### src/rtl/add64_sequencer.sv
// ---------------------------------------------------------------------------
// add64_sequencer
//
// Purpose:
//   64-bit add/subtract unit that reuses a single 16-bit carry-lookahead adder
//   (Adder16) over four consecutive clock cycles, one 16-bit chunk per cycle,
//   least significant chunk first. The carry out of each chunk is registered
//   and fed back as the carry in of the next chunk. Subtraction is done as
//   a + ~b + 1, with the +1 entering as the initial carry.
//
// Ports:
//   clk        in   1   rising-edge clock
//   rst_n      in   1   asynchronous active-low reset
//   in_valid   in   1   operand request valid
//   in_ready   out  1   high only in IDLE, request is accepted on that edge
//   a          in   64  first operand
//   b          in   64  second operand
//   sub        in   1   0 = a+b, 1 = a-b
//   out_valid  out  1   high only in DONE
//   out_ready  in   1   consumer accepts the result
//   sum        out  64  result (valid only while out_valid=1)
//   cout       out  1   carry out of bit 63 (subtract: 1 = no borrow)
//   ovf        out  1   two's-complement signed overflow
//   busy       out  1   high in RUN and DONE
// ---------------------------------------------------------------------------

// ---------------------------------------------------------------------------
// Adder16
//
// Purpose:
//   16-bit two-level carry-lookahead adder: four 4-bit lookahead groups whose
//   group generate/propagate terms feed a second lookahead level, so no carry
//   ripples through more than one group.
//
// Ports:
//   a     in   16  first addend
//   b     in   16  second addend
//   cin   in   1   carry in
//   sum   out  16  a + b + cin (low 16 bits)
//   cout  out  1   carry out of bit 15
// ---------------------------------------------------------------------------
module Adder16 (
  input  logic [15:0] a,
  input  logic [15:0] b,
  input  logic        cin,
  output logic [15:0] sum,
  output logic        cout
);

  logic [15:0] gen;
  logic [15:0] prop;
  logic [3:0]  grp_gen;
  logic [3:0]  grp_prop;
  logic [4:0]  grp_carry;
  logic [15:0] bit_carry;

  // Per-bit generate and propagate terms.
  always_comb begin
    gen  = a & b;
    prop = a ^ b;
  end

  // First level: each 4-bit group reports whether it generates a carry on
  // its own, or would pass an incoming carry straight through.
  always_comb begin
    grp_gen  = '0;
    grp_prop = '0;
    for (int k = 0; k < 4; k++) begin
      grp_gen[k]  = gen[4*k+3]
                  | (prop[4*k+3] & gen[4*k+2])
                  | (prop[4*k+3] & prop[4*k+2] & gen[4*k+1])
                  | (prop[4*k+3] & prop[4*k+2] & prop[4*k+1] & gen[4*k]);
      grp_prop[k] = prop[4*k+3] & prop[4*k+2] & prop[4*k+1] & prop[4*k];
    end
  end

  // Second level: carry into every group is computed directly from cin and
  // the group terms, so the group carries are all produced in parallel.
  always_comb begin
    grp_carry[0] = cin;
    grp_carry[1] = grp_gen[0] | (grp_prop[0] & cin);
    grp_carry[2] = grp_gen[1]
                 | (grp_prop[1] & grp_gen[0])
                 | (grp_prop[1] & grp_prop[0] & cin);
    grp_carry[3] = grp_gen[2]
                 | (grp_prop[2] & grp_gen[1])
                 | (grp_prop[2] & grp_prop[1] & grp_gen[0])
                 | (grp_prop[2] & grp_prop[1] & grp_prop[0] & cin);
    grp_carry[4] = grp_gen[3]
                 | (grp_prop[3] & grp_gen[2])
                 | (grp_prop[3] & grp_prop[2] & grp_gen[1])
                 | (grp_prop[3] & grp_prop[2] & grp_prop[1] & grp_gen[0])
                 | (grp_prop[3] & grp_prop[2] & grp_prop[1] & grp_prop[0] & cin);
  end

  // Inside each group, the carry into every bit is expanded from the group
  // carry in, again without rippling from bit to bit.
  always_comb begin
    bit_carry = '0;
    for (int k = 0; k < 4; k++) begin
      bit_carry[4*k]   = grp_carry[k];
      bit_carry[4*k+1] = gen[4*k] | (prop[4*k] & grp_carry[k]);
      bit_carry[4*k+2] = gen[4*k+1]
                       | (prop[4*k+1] & gen[4*k])
                       | (prop[4*k+1] & prop[4*k] & grp_carry[k]);
      bit_carry[4*k+3] = gen[4*k+2]
                       | (prop[4*k+2] & gen[4*k+1])
                       | (prop[4*k+2] & prop[4*k+1] & gen[4*k])
                       | (prop[4*k+2] & prop[4*k+1] & prop[4*k] & grp_carry[k]);
    end
  end

  // Sum bits and the final carry out.
  always_comb begin
    sum  = prop ^ bit_carry;
    cout = grp_carry[4];
  end

endmodule

module add64_sequencer (
  input  logic        clk,
  input  logic        rst_n,
  input  logic        in_valid,
  output logic        in_ready,
  input  logic [63:0] a,
  input  logic [63:0] b,
  input  logic        sub,
  output logic        out_valid,
  input  logic        out_ready,
  output logic [63:0] sum,
  output logic        cout,
  output logic        ovf,
  output logic        busy
);

  typedef enum logic [1:0] {
    IDLE = 2'd0,
    RUN  = 2'd1,
    DONE = 2'd2
  } state_t;

  state_t      state;
  logic [63:0] a_reg;
  logic [63:0] beff_reg;
  logic        carry;
  logic [1:0]  idx;

  logic [15:0] chunk_a;
  logic [15:0] chunk_b;
  logic [15:0] chunk_sum;
  logic        chunk_cout;

  // Select the operand chunk for the current step. Chunk 0 is the least
  // significant 16 bits, so carries flow upward from one step to the next.
  always_comb begin
    chunk_a = a_reg[15:0];
    chunk_b = beff_reg[15:0];
    case (idx)
      2'd0: begin
        chunk_a = a_reg[15:0];
        chunk_b = beff_reg[15:0];
      end
      2'd1: begin
        chunk_a = a_reg[31:16];
        chunk_b = beff_reg[31:16];
      end
      2'd2: begin
        chunk_a = a_reg[47:32];
        chunk_b = beff_reg[47:32];
      end
      default: begin
        chunk_a = a_reg[63:48];
        chunk_b = beff_reg[63:48];
      end
    endcase
  end

  // The one and only adder in the datapath, shared across all four chunks.
  Adder16 u_adder (
    .a    (chunk_a),
    .b    (chunk_b),
    .cin  (carry),
    .sum  (chunk_sum),
    .cout (chunk_cout)
  );

  // Control FSM plus all datapath registers. The handshake flags are kept as
  // registers that change together with the state so the outputs are clean.
  // On the last step the final carry and the signed overflow are captured;
  // overflow uses the top bit of the chunk-3 result, which is sum[63].
  always_ff @(posedge clk or negedge rst_n) begin
    if (!rst_n) begin
      state     <= IDLE;
      a_reg     <= '0;
      beff_reg  <= '0;
      carry     <= 1'b0;
      idx       <= 2'd0;
      sum       <= '0;
      cout      <= 1'b0;
      ovf       <= 1'b0;
      in_ready  <= 1'b1;
      out_valid <= 1'b0;
      busy      <= 1'b0;
    end else begin
      case (state)
        IDLE: begin
          if (in_valid) begin
            a_reg    <= a;
            beff_reg <= sub ? ~b : b;
            carry    <= sub;
            idx      <= 2'd0;
            state    <= RUN;
            in_ready <= 1'b0;
            busy     <= 1'b1;
          end
        end

        RUN: begin
          case (idx)
            2'd0:    sum[15:0]  <= chunk_sum;
            2'd1:    sum[31:16] <= chunk_sum;
            2'd2:    sum[47:32] <= chunk_sum;
            default: sum[63:48] <= chunk_sum;
          endcase
          carry <= chunk_cout;
          if (idx == 2'd3) begin
            cout      <= chunk_cout;
            ovf       <= (a_reg[63] == beff_reg[63]) && (chunk_sum[15] != a_reg[63]);
            state     <= DONE;
            out_valid <= 1'b1;
          end else begin
            idx <= idx + 2'd1;
          end
        end

        DONE: begin
          if (out_ready) begin
            state     <= IDLE;
            out_valid <= 1'b0;
            in_ready  <= 1'b1;
            busy      <= 1'b0;
          end
        end

        default: begin
          state     <= IDLE;
          out_valid <= 1'b0;
          in_ready  <= 1'b1;
          busy      <= 1'b0;
        end
      endcase
    end
  end

endmodule

### config.mk
export PLATFORM = sky130hd
export DESIGN_NAME = add64_sequencer
export DESIGN_NICKNAME = d
export VERILOG_FILES = /design/src/rtl/add64_sequencer.sv
export SDC_FILE = /design/constraint.sdc
export NUM_CORES = 1
export LEC_CHECK = 0
export BUFFER_PORTS_ARGS = -buffer_cell sky130_fd_sc_hd__buf_2
export CAP_MARGIN = 30
export CORE_UTILIZATION = 45
export DETAILED_ROUTE_END_ITERATION = 8
export GPL_TIMING_DRIVEN = 0
export MAX_ROUTING_LAYER = met4
export PLACE_DENSITY = 0.67
export SETUP_SLACK_MARGIN = 0.02
export SYNTH_ARGS = -nofsm -noshare
export SYNTH_HDL_FRONTEND = slang
export SYNTH_SLANG_ARGS = --single-unit
### constraint.sdc
create_clock -name clk -period 8.4 [get_ports clk]
set_input_delay 2.1 -clock clk [delete_from_list [all_inputs] [get_ports clk]]
set_output_delay 2.1 -clock clk [all_outputs]
set_load 0.05 [all_outputs]
==> metrics <==
status=complete, no violations; Die ar.=21500 sq um; Cells after Synth=~960; Max Used Layer=met4; Main synth FF type=dfrtp_1; critical path launch point type=register; met1 WL=11700 um; final net count=around 1300; routed wire length per instance=17.5 um; core box area=slightly above 20000 sq um; Worst VDD drop=0.208 mV; Congestion Overflow GR=0; Port-buffer cells=200; residual DRC count=0; share of cells above drive strength 1=0.225; Num Clock Sinks=between 200 and 250; Initial Util=0.461; final max-slew violation count=0; period utilization=0.602; Num CTS Buffers=22; vias per cell=5.20; fin area=11600 sq um; Critical Path Sink Type=register; later-pin clock latency in the skew report=0.51 ns; Rel. slew slack=0.469; post-cts resize count=0; Post-Synth Simple-Gate Area=0.133; HP Class=register to register; P per Cell Area=492 nW/um^2; register bit count reported by yosys=202; Synthesized Nets=between 1000 and 1500; Final Setup Violations=0; xor-xnor portion of the synthesized cell area=0.0671; Ys Warns=0; Crit Path Max Fanout=10; dpl cell area=10800 sq um; Die Span Y=146 um; Final TNS setup=0 ns; setup bufs post-CTS=0; Post-synth EDFFs=0; unrepaired setup endpoints after global routing=no; Tot Pwr=0.00570 W; vias=~7700; Avg Inst Size Synth=just under 10 sq um; Cell Area, Synth=between 9000 and 10000 sq um; H-Tree Depth=1; mux contribution to synthesized area=0.0543; total length of routed wires=25800 um; GP Congestion=0.882; Clock Tree Buf Depth=3; Rows=52; Post-DP HPWL=~20000 um; critical setup path kind=register to register; Post-Synth Adder-Cell Area=0.0352; Final Hold Viols=0; Synth-to-Final Area Change=23.3%; Async SR Flop Fraction=1.00; met2 wire len=roughly 12000 um; diodes inserted=0; MaxCap Viol Count=0; CTS tree=yes; DRT iter0 DRCs=579; vias in the first global route=around 7400; I/O Pins=202; cts hold-fix bufs=0; Die X=146 um; gr usage total=0.253; pin count of the biggest net entering global routing=126; worst path arrival time=5.42 ns; setup slack on the worst flop-to-flop path=3.34 ns; Worst-Margin Slew=0.796 ns; antenna-violating nets left=0; largest family of logic cells by synthesized area=simple AND/OR/NAND/NOR gates; post-route minimum period=5.06 ns; sequential area share after synthesis=0.538; clk root buf=clkbuf_16; first-pass GRT wire length=40700 um; initial antenna violation count=0; compound-cell area share of the yosys netlist=0.132; drt pass-1 iters=5; synth unique cells=43; highest clock rate=198 MHz; CP required=~8.8 ns; P_leak=5.64 nW; Max Clock Skew=0.0162 ns; DR WL met3=1600 um; clk slew on worst S/H paths=0.06 ns; # fillers=approximately 1800
-- report_power, final --
part / leakage, nW / internal (W) / total (W) / switching, W
logic: 2.74 / 0.000918 / 0.00294 / 0.00203
clock network: 0.397 / 0.000667 / 0.00107 / 0.000399
registers: 2.50 / 0.00145 / 0.00169 / 0.000244
-- metrics by stage --
stage                     worst slack (ns)  hold slack [ns]  cells   util
after CTS                             3.38            0.479   1473  0.569
after detailed placement              3.42            0.464   1433  0.529
after floorplan                       4.41            0.445    962      -
final                                 3.34            0.471   1473  0.569
after global routing                  3.09            0.492   1473  0.569
after global placement                1.80            0.454   1432  0.527
-- area by class of cell --
class                   count  area [sq um]  share of cell area
plain buffers              61           236              0.0204
clock buffers              29           648              0.0560
clock inverters            11           164              0.0142
inverters                  36           135              0.0117
multi-input cells         663          3970               0.342
flip-flops and latches    202          5060               0.437
well taps                 270           338              0.0292
repair buffers            201          1040              0.0897
-- placed cells by master, fill, tap and decap left out, types with 2 or more instances in the layout --
| master | n |
|---|---|
| a21oi_1 | 11 |
| a222oi_1 | 32 |
| buf_1 | 8 |
| buf_2 | 205 |
| bufinv_16 | 4 |
| clkbuf_1 | 48 |
| clkbuf_16 | 23 |
| clkbuf_8 | 5 |
| clkinv_2 | 4 |
| clkinvlp_4 | 2 |
| dfrtp_1 | 201 |
| fa_1 | 4 |
| ha_1 | 20 |
| inv_1 | 36 |
| mux2_2 | 16 |
| mux2i_1 | 33 |
| nand2_1 | 291 |
| nand2b_1 | 2 |
| nand3_1 | 4 |
| nor2_1 | 6 |
| nor2b_1 | 5 |
| nor3_1 | 4 |
| o21a_1 | 6 |
| o21ai_0 | 127 |
| o31ai_1 | 8 |
| or2_2 | 2 |
| or3_1 | 2 |
| xnor2_1 | 53 |
| xor2_1 | 19 |
-- critical path: stages (launching register included) --
cell	delay (ns)
dfrtp_1	0.40
inv_1	0.10
ha_1	0.19
clkbuf_1	0.22
clkbuf_1	0.31
a222oi_1	0.50
mux2i_1	0.21
ha_1	0.40
and2_4	0.16
a221oi_2	0.36
a211o_2	0.21
a21o_2	0.14
a21boi_2	0.06
o21a_1	0.24
or2_2	0.31
fa_1	0.43
xnor2_1	0.49
o21ai_0	0.18
-- layer usage --
layer / global-route usage / up-vias
li1: - / 3684
met2: 0.390 / 282
met3: 0.0425 / 45
met4: 0.0635 / 0
met5: - / -
met1: 0.347 / 3644
-- cells in the mapped netlist (2+ instances only) --
cell type,number,area [sq um]
buf_2,6,30.0
a21oi_1,11,55.1
fa_1,4,80.1
nor3_1,4,20.0
clkbuf_1,47,176
buf_1,8,30.0
xor2_1,19,166
ha_1,20,250
inv_1,36,135
dfrtp_1,201,5030
o31ai_1,8,60.1
nor2b_1,5,31.3
nand2b_1,2,12.5
or2_2,2,12.5
a222oi_1,32,320
o21a_1,6,45.0
or3_1,2,12.5
nand3_1,4,20.0
xnor2_1,53,464
o21ai_0,127,636
mux2i_1,33,330
nor2_1,6,22.5
nand2_1,291,1090
mux2_2,16,180
-- cells by family (layout without fill, tap and decap cells) --
group           after synthesis  in the layout
compound gates              198            198
xor+xnor                     72             72
fa+ha+maj                    24             24
buf+inv                      97            338
flops                       202            202
mux                          49             49
simple gates                320            320
-- worst paths after layout --
check                            end  startpoint  depth (start not counted)
setup / recovery             sum[13]      idx[0]                         17
hold / removal               sum[21]     sum[21]                          2
setup reg to reg             sum[13]      idx[0]                         17
hold reg to reg              sum[21]     sum[21]                          2
max in group asynchronous  a_reg[56]       rst_n                          2
min in group asynchronous     sum[0]       rst_n                          1
(Power assumes the default switching activity.)
